--- config.mk ---
export PLATFORM = sky130hd
export DESIGN_NAME = tx_frame_packer
export DESIGN_NICKNAME = d
export VERILOG_FILES = /design/src/rtl/tx_frame_pkg.sv /design/src/rtl/frame_byte_fifo.sv /design/src/rtl/tx_frame_packer.sv
export SDC_FILE = /design/constraint.sdc
export NUM_CORES = 2
export LEC_CHECK = 0
export ABC_AREA = 1
export CORE_ASPECT_RATIO = 0.8
export CORE_MARGIN = 4
export CORE_UTILIZATION = 40
export DETAILED_ROUTE_END_ITERATION = 10
export PLACE_DENSITY_LB_ADDON = 0.05
export SLEW_MARGIN = 20
export SYNTH_ARGS = -nofsm -noshare
export SYNTH_HDL_FRONTEND = slang
export SYNTH_HIERARCHICAL = 1
export SYNTH_SLANG_ARGS = --single-unit
--- constraint.sdc ---
create_clock -name clk100m -period 4.1 [get_ports clk100m]
set_input_delay 0.41 -clock clk100m [delete_from_list [all_inputs] [get_ports clk100m]]
set_output_delay 0.41 -clock clk100m [all_outputs]
set_load 0.05 [all_outputs]
--- src/rtl/tx_frame_pkg.sv ---
// Shared definitions for the transmit frame packer: defaults, beat payload,
// FSM state encoding and gear code validation.
package tx_frame_pkg;

   localparam logic [15:0] DEF_SYNC_WORD   = 16'hEB90;
   localparam int unsigned DEF_PAYLOAD_LEN = 64;
   localparam int unsigned DEF_TIMEOUT     = 4096;
   localparam int unsigned DEF_FIFO_AW     = 8;
   localparam int unsigned BYTE_W          = 8;

   typedef enum logic [2:0] {
      ST_IDLE,
      ST_HDR0,
      ST_HDR1,
      ST_GEAR,
      ST_LEN,
      ST_PAY,
      ST_CSUM
   } frame_state_e;

   // One byte beat towards the serializer.
   typedef struct packed {
      logic [BYTE_W-1:0] data;
      logic              sop;
      logic              eop;
   } frame_beat_t;

   // Gear codes for which incoming bytes are accepted into the frame buffer.
   function automatic logic gear_is_valid(input logic [BYTE_W-1:0] gear);
      logic ok;
      ok = 1'b0;
      case (gear) inside
         8'h42, 8'h43, [8'h49:8'h4F], 8'h51, 8'h52: ok = 1'b1;
         default: ok = 1'b0;
      endcase
      return ok;
   endfunction

endpackage

--- src/rtl/frame_byte_fifo.sv ---
// First-word-fall-through byte FIFO: rd_data_c always shows the oldest entry,
// rd_en pops it. count/full/empty are registered.
module frame_byte_fifo
   import tx_frame_pkg::*;
#(
   parameter int unsigned AW = DEF_FIFO_AW
)(
   input  logic              clk,
   input  logic              rst_n,
   input  logic              wr_en,
   input  logic [BYTE_W-1:0] wr_data,
   input  logic              rd_en,
   output logic [BYTE_W-1:0] rd_data_c,
   output logic [AW:0]       count,
   output logic              full,
   output logic              empty
);

   localparam int unsigned DEPTH = 2**AW;
   localparam int unsigned CW    = AW + 1;

   logic [BYTE_W-1:0] mem [DEPTH];
   logic [AW-1:0]     wr_ptr;
   logic [AW-1:0]     rd_ptr;
   logic              do_wr_c;
   logic              do_rd_c;
   logic [CW-1:0]     count_nxt_c;

   // Qualified pointer moves and next occupancy.
   always_comb begin
      do_wr_c     = wr_en & ~full;
      do_rd_c     = rd_en & ~empty;
      count_nxt_c = count;
      case ({do_wr_c, do_rd_c})
         2'b10:   count_nxt_c = count + CW'(1);
         2'b01:   count_nxt_c = count - CW'(1);
         default: count_nxt_c = count;
      endcase
   end

   always_ff @(posedge clk or negedge rst_n) begin
      if (!rst_n) begin
         wr_ptr <= '0;
         rd_ptr <= '0;
         count  <= '0;
         full   <= 1'b0;
         empty  <= 1'b1;
      end else begin
         if (do_wr_c) wr_ptr <= wr_ptr + AW'(1);
         if (do_rd_c) rd_ptr <= rd_ptr + AW'(1);
         count <= count_nxt_c;
         full  <= (count_nxt_c == CW'(DEPTH));
         empty <= (count_nxt_c == '0);
      end
   end

   // Storage carries no reset; pointers alone define the contents.
   always_ff @(posedge clk) begin
      if (do_wr_c) mem[wr_ptr] <= wr_data;
   end

   assign rd_data_c = mem[rd_ptr];

endmodule

--- src/rtl/tx_frame_packer.sv ---
// Buffers the gear-tagged byte stream and emits frames
// (sync, gear, length, payload, checksum) over a valid/ready byte interface.
module tx_frame_packer
   import tx_frame_pkg::*;
#(
   parameter int unsigned PAYLOAD_LEN = DEF_PAYLOAD_LEN,
   parameter int unsigned FIFO_AW     = DEF_FIFO_AW,
   parameter int unsigned TIMEOUT     = DEF_TIMEOUT,
   parameter logic [15:0] SYNC_WORD   = DEF_SYNC_WORD
)(
   input  logic        clk100m,
   input  logic        rst_n,
   input  logic [7:0]  i_down_gear,
   input  logic [7:0]  i_data,
   input  logic        i_data_valid,
   output logic [7:0]  o_frame_data,
   output logic        o_frame_valid,
   input  logic        i_frame_ready,
   output logic        o_frame_sop,
   output logic        o_frame_eop,
   output logic        o_overflow,
   output logic [15:0] o_drop_cnt
);

   localparam int unsigned CW = FIFO_AW + 1;
   localparam int unsigned TW = $clog2(TIMEOUT);

   frame_state_e      state;
   frame_beat_t       beat_q;
   logic              valid_q;
   logic [BYTE_W-1:0] gear_q;
   logic [BYTE_W-1:0] frame_gear;
   logic [BYTE_W-1:0] len_q;
   logic [BYTE_W-1:0] remain;
   logic [BYTE_W-1:0] csum;
   logic [TW-1:0]     idle_timer;
   logic              overflow_q;
   logic [15:0]       drop_cnt_q;

   logic [BYTE_W-1:0] fifo_data_c;
   logic [CW-1:0]     fifo_count;
   logic              fifo_full;
   logic              fifo_empty;

   logic              gear_ok_c;
   logic              wr_en_c;
   logic              drop_c;
   logic              fire_c;
   logic              start_c;
   logic              pop_c;
   logic [BYTE_W-1:0] start_len_c;

   frame_byte_fifo #(
      .AW (FIFO_AW)
   ) u_fifo (
      .clk       (clk100m),
      .rst_n     (rst_n),
      .wr_en     (wr_en_c),
      .wr_data   (i_data),
      .rd_en     (pop_c),
      .rd_data_c (fifo_data_c),
      .count     (fifo_count),
      .full      (fifo_full),
      .empty     (fifo_empty)
   );

   // Write/drop qualification, frame start decision and payload pop.
   always_comb begin
      gear_ok_c   = gear_is_valid(i_down_gear);
      wr_en_c     = i_data_valid & gear_ok_c & ~fifo_full;
      drop_c      = i_data_valid & gear_ok_c & fifo_full;
      fire_c      = valid_q & i_frame_ready;
      start_c     = 1'b0;
      if ((state == ST_IDLE) && (fifo_count != '0)) begin
         start_c = (fifo_count >= CW'(PAYLOAD_LEN)) ||
                   (idle_timer == TW'(TIMEOUT - 1)) ||
                   (i_down_gear != gear_q);
      end
      start_len_c = (fifo_count >= CW'(PAYLOAD_LEN)) ? BYTE_W'(PAYLOAD_LEN)
                                                     : BYTE_W'(fifo_count);
      pop_c       = fire_c & ~fifo_empty &
                    ((state == ST_LEN) || ((state == ST_PAY) && (remain != '0)));
   end

   // Overflow pulse and saturating drop counter.
   always_ff @(posedge clk100m or negedge rst_n) begin
      if (!rst_n) begin
         overflow_q <= 1'b0;
         drop_cnt_q <= '0;
      end else begin
         overflow_q <= drop_c;
         if (drop_c && (drop_cnt_q != 16'hFFFF)) drop_cnt_q <= drop_cnt_q + 16'd1;
      end
   end

   // Gear tracking and idle timer run only while idle, so a gear change made
   // during a frame is still seen as a change once the frame completes.
   always_ff @(posedge clk100m or negedge rst_n) begin
      if (!rst_n) begin
         gear_q     <= '0;
         idle_timer <= '0;
      end else if (state == ST_IDLE) begin
         gear_q <= i_down_gear;
         if (wr_en_c || start_c || (fifo_count == '0)) idle_timer <= '0;
         else                                          idle_timer <= idle_timer + TW'(1);
      end else begin
         idle_timer <= '0;
      end
   end

   // Frame sequencer; the presented beat is registered and changes only on a handshake.
   always_ff @(posedge clk100m or negedge rst_n) begin
      if (!rst_n) begin
         state      <= ST_IDLE;
         beat_q     <= '0;
         valid_q    <= 1'b0;
         frame_gear <= '0;
         len_q      <= '0;
         remain     <= '0;
         csum       <= '0;
      end else begin
         case (state)
            ST_IDLE: begin
               if (start_c) begin
                  state      <= ST_HDR0;
                  valid_q    <= 1'b1;
                  beat_q     <= '{data: SYNC_WORD[15:8], sop: 1'b1, eop: 1'b0};
                  frame_gear <= gear_q;
                  len_q      <= start_len_c;
               end
            end
            ST_HDR0: begin
               if (fire_c) begin
                  state  <= ST_HDR1;
                  beat_q <= '{data: SYNC_WORD[7:0], sop: 1'b0, eop: 1'b0};
               end
            end
            ST_HDR1: begin
               if (fire_c) begin
                  state       <= ST_GEAR;
                  beat_q.data <= frame_gear;
                  csum        <= frame_gear;
               end
            end
            ST_GEAR: begin
               if (fire_c) begin
                  state       <= ST_LEN;
                  beat_q.data <= len_q;
                  csum        <= csum + len_q;
               end
            end
            ST_LEN: begin
               if (fire_c) begin
                  state       <= ST_PAY;
                  beat_q.data <= fifo_data_c;
                  csum        <= csum + fifo_data_c;
                  remain      <= len_q - 8'd1;
               end
            end
            ST_PAY: begin
               if (fire_c) begin
                  if (remain == '0) begin
                     state  <= ST_CSUM;
                     beat_q <= '{data: csum, sop: 1'b0, eop: 1'b1};
                  end else begin
                     beat_q.data <= fifo_data_c;
                     csum        <= csum + fifo_data_c;
                     remain      <= remain - 8'd1;
                  end
               end
            end
            ST_CSUM: begin
               if (fire_c) begin
                  state   <= ST_IDLE;
                  valid_q <= 1'b0;
                  beat_q  <= '0;
               end
            end
            default: begin
               state   <= ST_IDLE;
               valid_q <= 1'b0;
               beat_q  <= '0;
            end
         endcase
      end
   end

   assign o_frame_data  = beat_q.data;
   assign o_frame_sop   = beat_q.sop;
   assign o_frame_eop   = beat_q.eop;
   assign o_frame_valid = valid_q;
   assign o_overflow    = overflow_q;
   assign o_drop_cnt    = drop_cnt_q;

endmodule
==> results.yml <==
final_layout:
  antenna_cells: 0
  nNetsFinal: 8699
  drive_gt1_frac: 0.1565
  fin_util: 0.4846
  final_cell_area_um2: 108200
  syn_to_final_growth_pct: 20.38
synthesis:
  syn_nets: 8012
  ys_ff_latch: 2158
  yosys.area.top_type: "edfxtp_1"
  synth_cell_types: 49
  syn_avg_cell_area_um2: 11.27
  ys_seq_area_frac: 0.7150
  yosys_warnings: 6
  synth.cell_area_um2: 89870
  synth_area_leaders: "edfxtp_1 68%, nor2_1 7.6%, nand2_1 5.6%"
  synth_top_area_share: 0.6843
  syn_inst: 7973
floorplan:
  start_util: 0.4026
  io_pins: 48
  die_width_um: 537.9
  coreArea_um2: 223200
  die_area_um2: 232400
  die_h_um: 432.0
  rows: 155
placement:
  place_area_um2: 99640
  port-buffer-count: 47
  routabilityCongestion: 0.8586
  dpl.hpwl_um: 187800
global_routing:
  grt-ovfl-total: 0
  grt_usage: 0.2476
  grt_pass1_wl_um: 425100
  grt_max_degree: 111
  grt_pass1_vias: 60260
  grt_antenna_before_repair: 10
power:
  p_leak_uw: 0.03927
  p_per_area_nw_per_um2: 697.4
  vdd_drop_max_mv: 0.3628
  power_uw: 75440
routing:
  via_per_inst: 5.327
  wire_per_inst_um: 24.81
  drcViolationCount: 0
  drt_wl_total_um: 293300
  ant_nets: 0
  first_pass_iters: 6
  vias: 62980
  drtIter0Drc: 6214
min_path:
  holdPathEnd: "u_fifo/mem[0][4]"
  holdCritStartpoint: "i_data[4]"
  hold_path_class: "in2reg"
  holdPathStages: 1
clock_tree:
  cts_max_level: 4
  numCtsBuffers: 227
  cts_root_buffer: "clkbuf_16"
  cts_sinks: 2158
  clock_latency_ps: 880
  cts_buffer_depth: 4
  clkTransAtPathRegs_ps: 60
  cts_tree: "done"
worst_setup_path:
  path_buf_inv: 6
  r2r_slack_ps: 60
  arrival_ps: 4790
  critPathTopFamily: "simple AND/OR/NAND/NOR gates"
  required_ps: 4850
  cpMostUsedCell: "nand2_1"
  end_kind: "register"
  cp-start-kind: "register"
  timing.rr.start: "u_fifo/rd_ptr[0]"
  reg2regPathDepth: 28
  r2r_end: "csum[7]"
  crit_slowest_cell: "dfrtp_4"
  slowest_delay_ps: 520
  crit_type: "reg2reg"
  cp_max_fo: 12
sta:
  tns_ps: 0
  fin_crit_ps: 4044
  fin_skew_ps: 46.86
  worst_pin_slew_ps: 945.0
  setup_violations: 0
  slew_headroom: 0.3700
  slew_violations: 0
  period_share: 0.9863
  finalHoldViolCount: 0
  fmax_mhz: 247.3
  rsz0062_at_grt: "yes"
run_status:
  status: "completed"
job:
  drv_cap: 0
==> cell usage in the layout (no fill, tap or decap), drive strengths merged <==
master         count
edfxtp          2048
nor2            1833
nand2           1356
o21ai            973
buf              887
nand3            502
clkbuf           297
inv              233
o211ai           126
a21oi            114
dfrtp            109
clkinv            93
o22ai             49
clkdlybuf4s50     38
xor2              34
bufinv            26
nand4             20
ha                18
xnor2             17
nor3              16
or2               10
a31oi              7
a22oi              7
dlygate4sd3        4
nand3b             3
clkinvlp           3
and2               2
nor4               2
o2111ai            2
and3               1
a21boi             1
nor4b              1
o21bai             1
o31ai              1
o221ai             1
o21a               1
fa                 1
bufbuf             1
dfstp              1
==> flip-flops by register name, summed over array words and instances, names as in the netlist, 9 cells and up <==
signal        count
o_drop_cnt       16
u_fifo/count      9
idle_timer       12
u_fifo/mem     2048
==> repair_timing <==
action | CTS | global route
pin swaps | 11 | 36
hold endpoints to repair | 164 | 0
gates resized for setup | 73 | 132
cloned | 4 | 7
endpoints found under the setup margin | 7 | 6
buffers inserted | 20 | 13
hold buffers | 4 | 0
==> layout make-up <==
cell class	instances	area, um^2
flip-flops and latches	2158	64270
well taps	2983	3732
fillers	20240	115000
clock buffers	290	6010
repair buffers	937	9045
repair inverters	2	17.52
inverters	235	918.4
multi-input cells	5099	22960
clock inverters	118	1232
==> power breakdown <==
part,total (uW),switching (uW),internal (uW)
Sequential,24900,428,24500
Combinational,30000,19400,10600
Clock,20600,8640,11900
Total,75400,28500,47000
==> cells by family after synthesis <==
logic type / synth area share
AO/OA/AOI/OAI: 0.07667
XOR/XNOR: 0.004971
adder cells (fa/ha/maj): 0.002729
buffers and inverters: 0.03481
flip-flops: 0.7150
AND/OR/NAND/NOR: 0.1658
==> how the worst max path moves through the flow <==
stage,slack [ps],start,to,cells after the start
6_report,60,u_fifo/rd_ptr[0],csum[7],28
2_1_floorplan,800,u_fifo/rd_ptr[0],csum[6],26
3_5_place_dp,-400,u_fifo/rd_ptr[0],csum[6],28
4_1_cts,3,u_fifo/rd_ptr[1],csum[6],25
3_3_place_gp,-500,u_fifo/rd_ptr[0],csum[6],28
5_1_grt,-160,u_fifo/rd_ptr[0],csum[7],31
==> cells in the mapped netlist, drive strengths merged <==
cell and number:
a21boi 1, a21oi 114, a22oi 7, a31oi 7, and2 2, and3 1
buf 265, clkbuf 216, clkinv 6, dfrtp 109, dfstp 1, edfxtp 2048
fa 1, ha 18, inv 229, nand2 1356, nand3 502, nand3b 3
nand4 20, nor2 1833, nor3 16, nor4 2, nor4b 1, o2111ai 2
o211ai 126, o21a 1, o21ai 973, o21bai 1, o221ai 1, o22ai 49
o31ai 1, or2 10, xnor2 17, xor2 34
==> per-layer routing <==
layer  global-route usage  vias to the layer above  part of all wire
li1                     -                    29060                 -
met1               0.3818                    31450              0.47
met2               0.3700                     2103              0.44
met3              0.03757                      357             0.068
met4              0.05328                        2             0.023
met5                    0                        -          0.000044
==> through the flow <==
step / hold slack, ps / std cells / setup slack (ps)
2_1_floorplan: 114.4 / 7973 / 802.7
3_3_place_gp: 443.2 / 11370 / -498.9
3_5_place_dp: 450.6 / 11370 / -404.7
4_1_cts: 32.48 / 11800 / 2.549
5_1_grt: 40.16 / 11820 / -164.7
6_report: 45.36 / 11820 / 56.37
No activity file was read; power rests on OpenSTA's default activity.
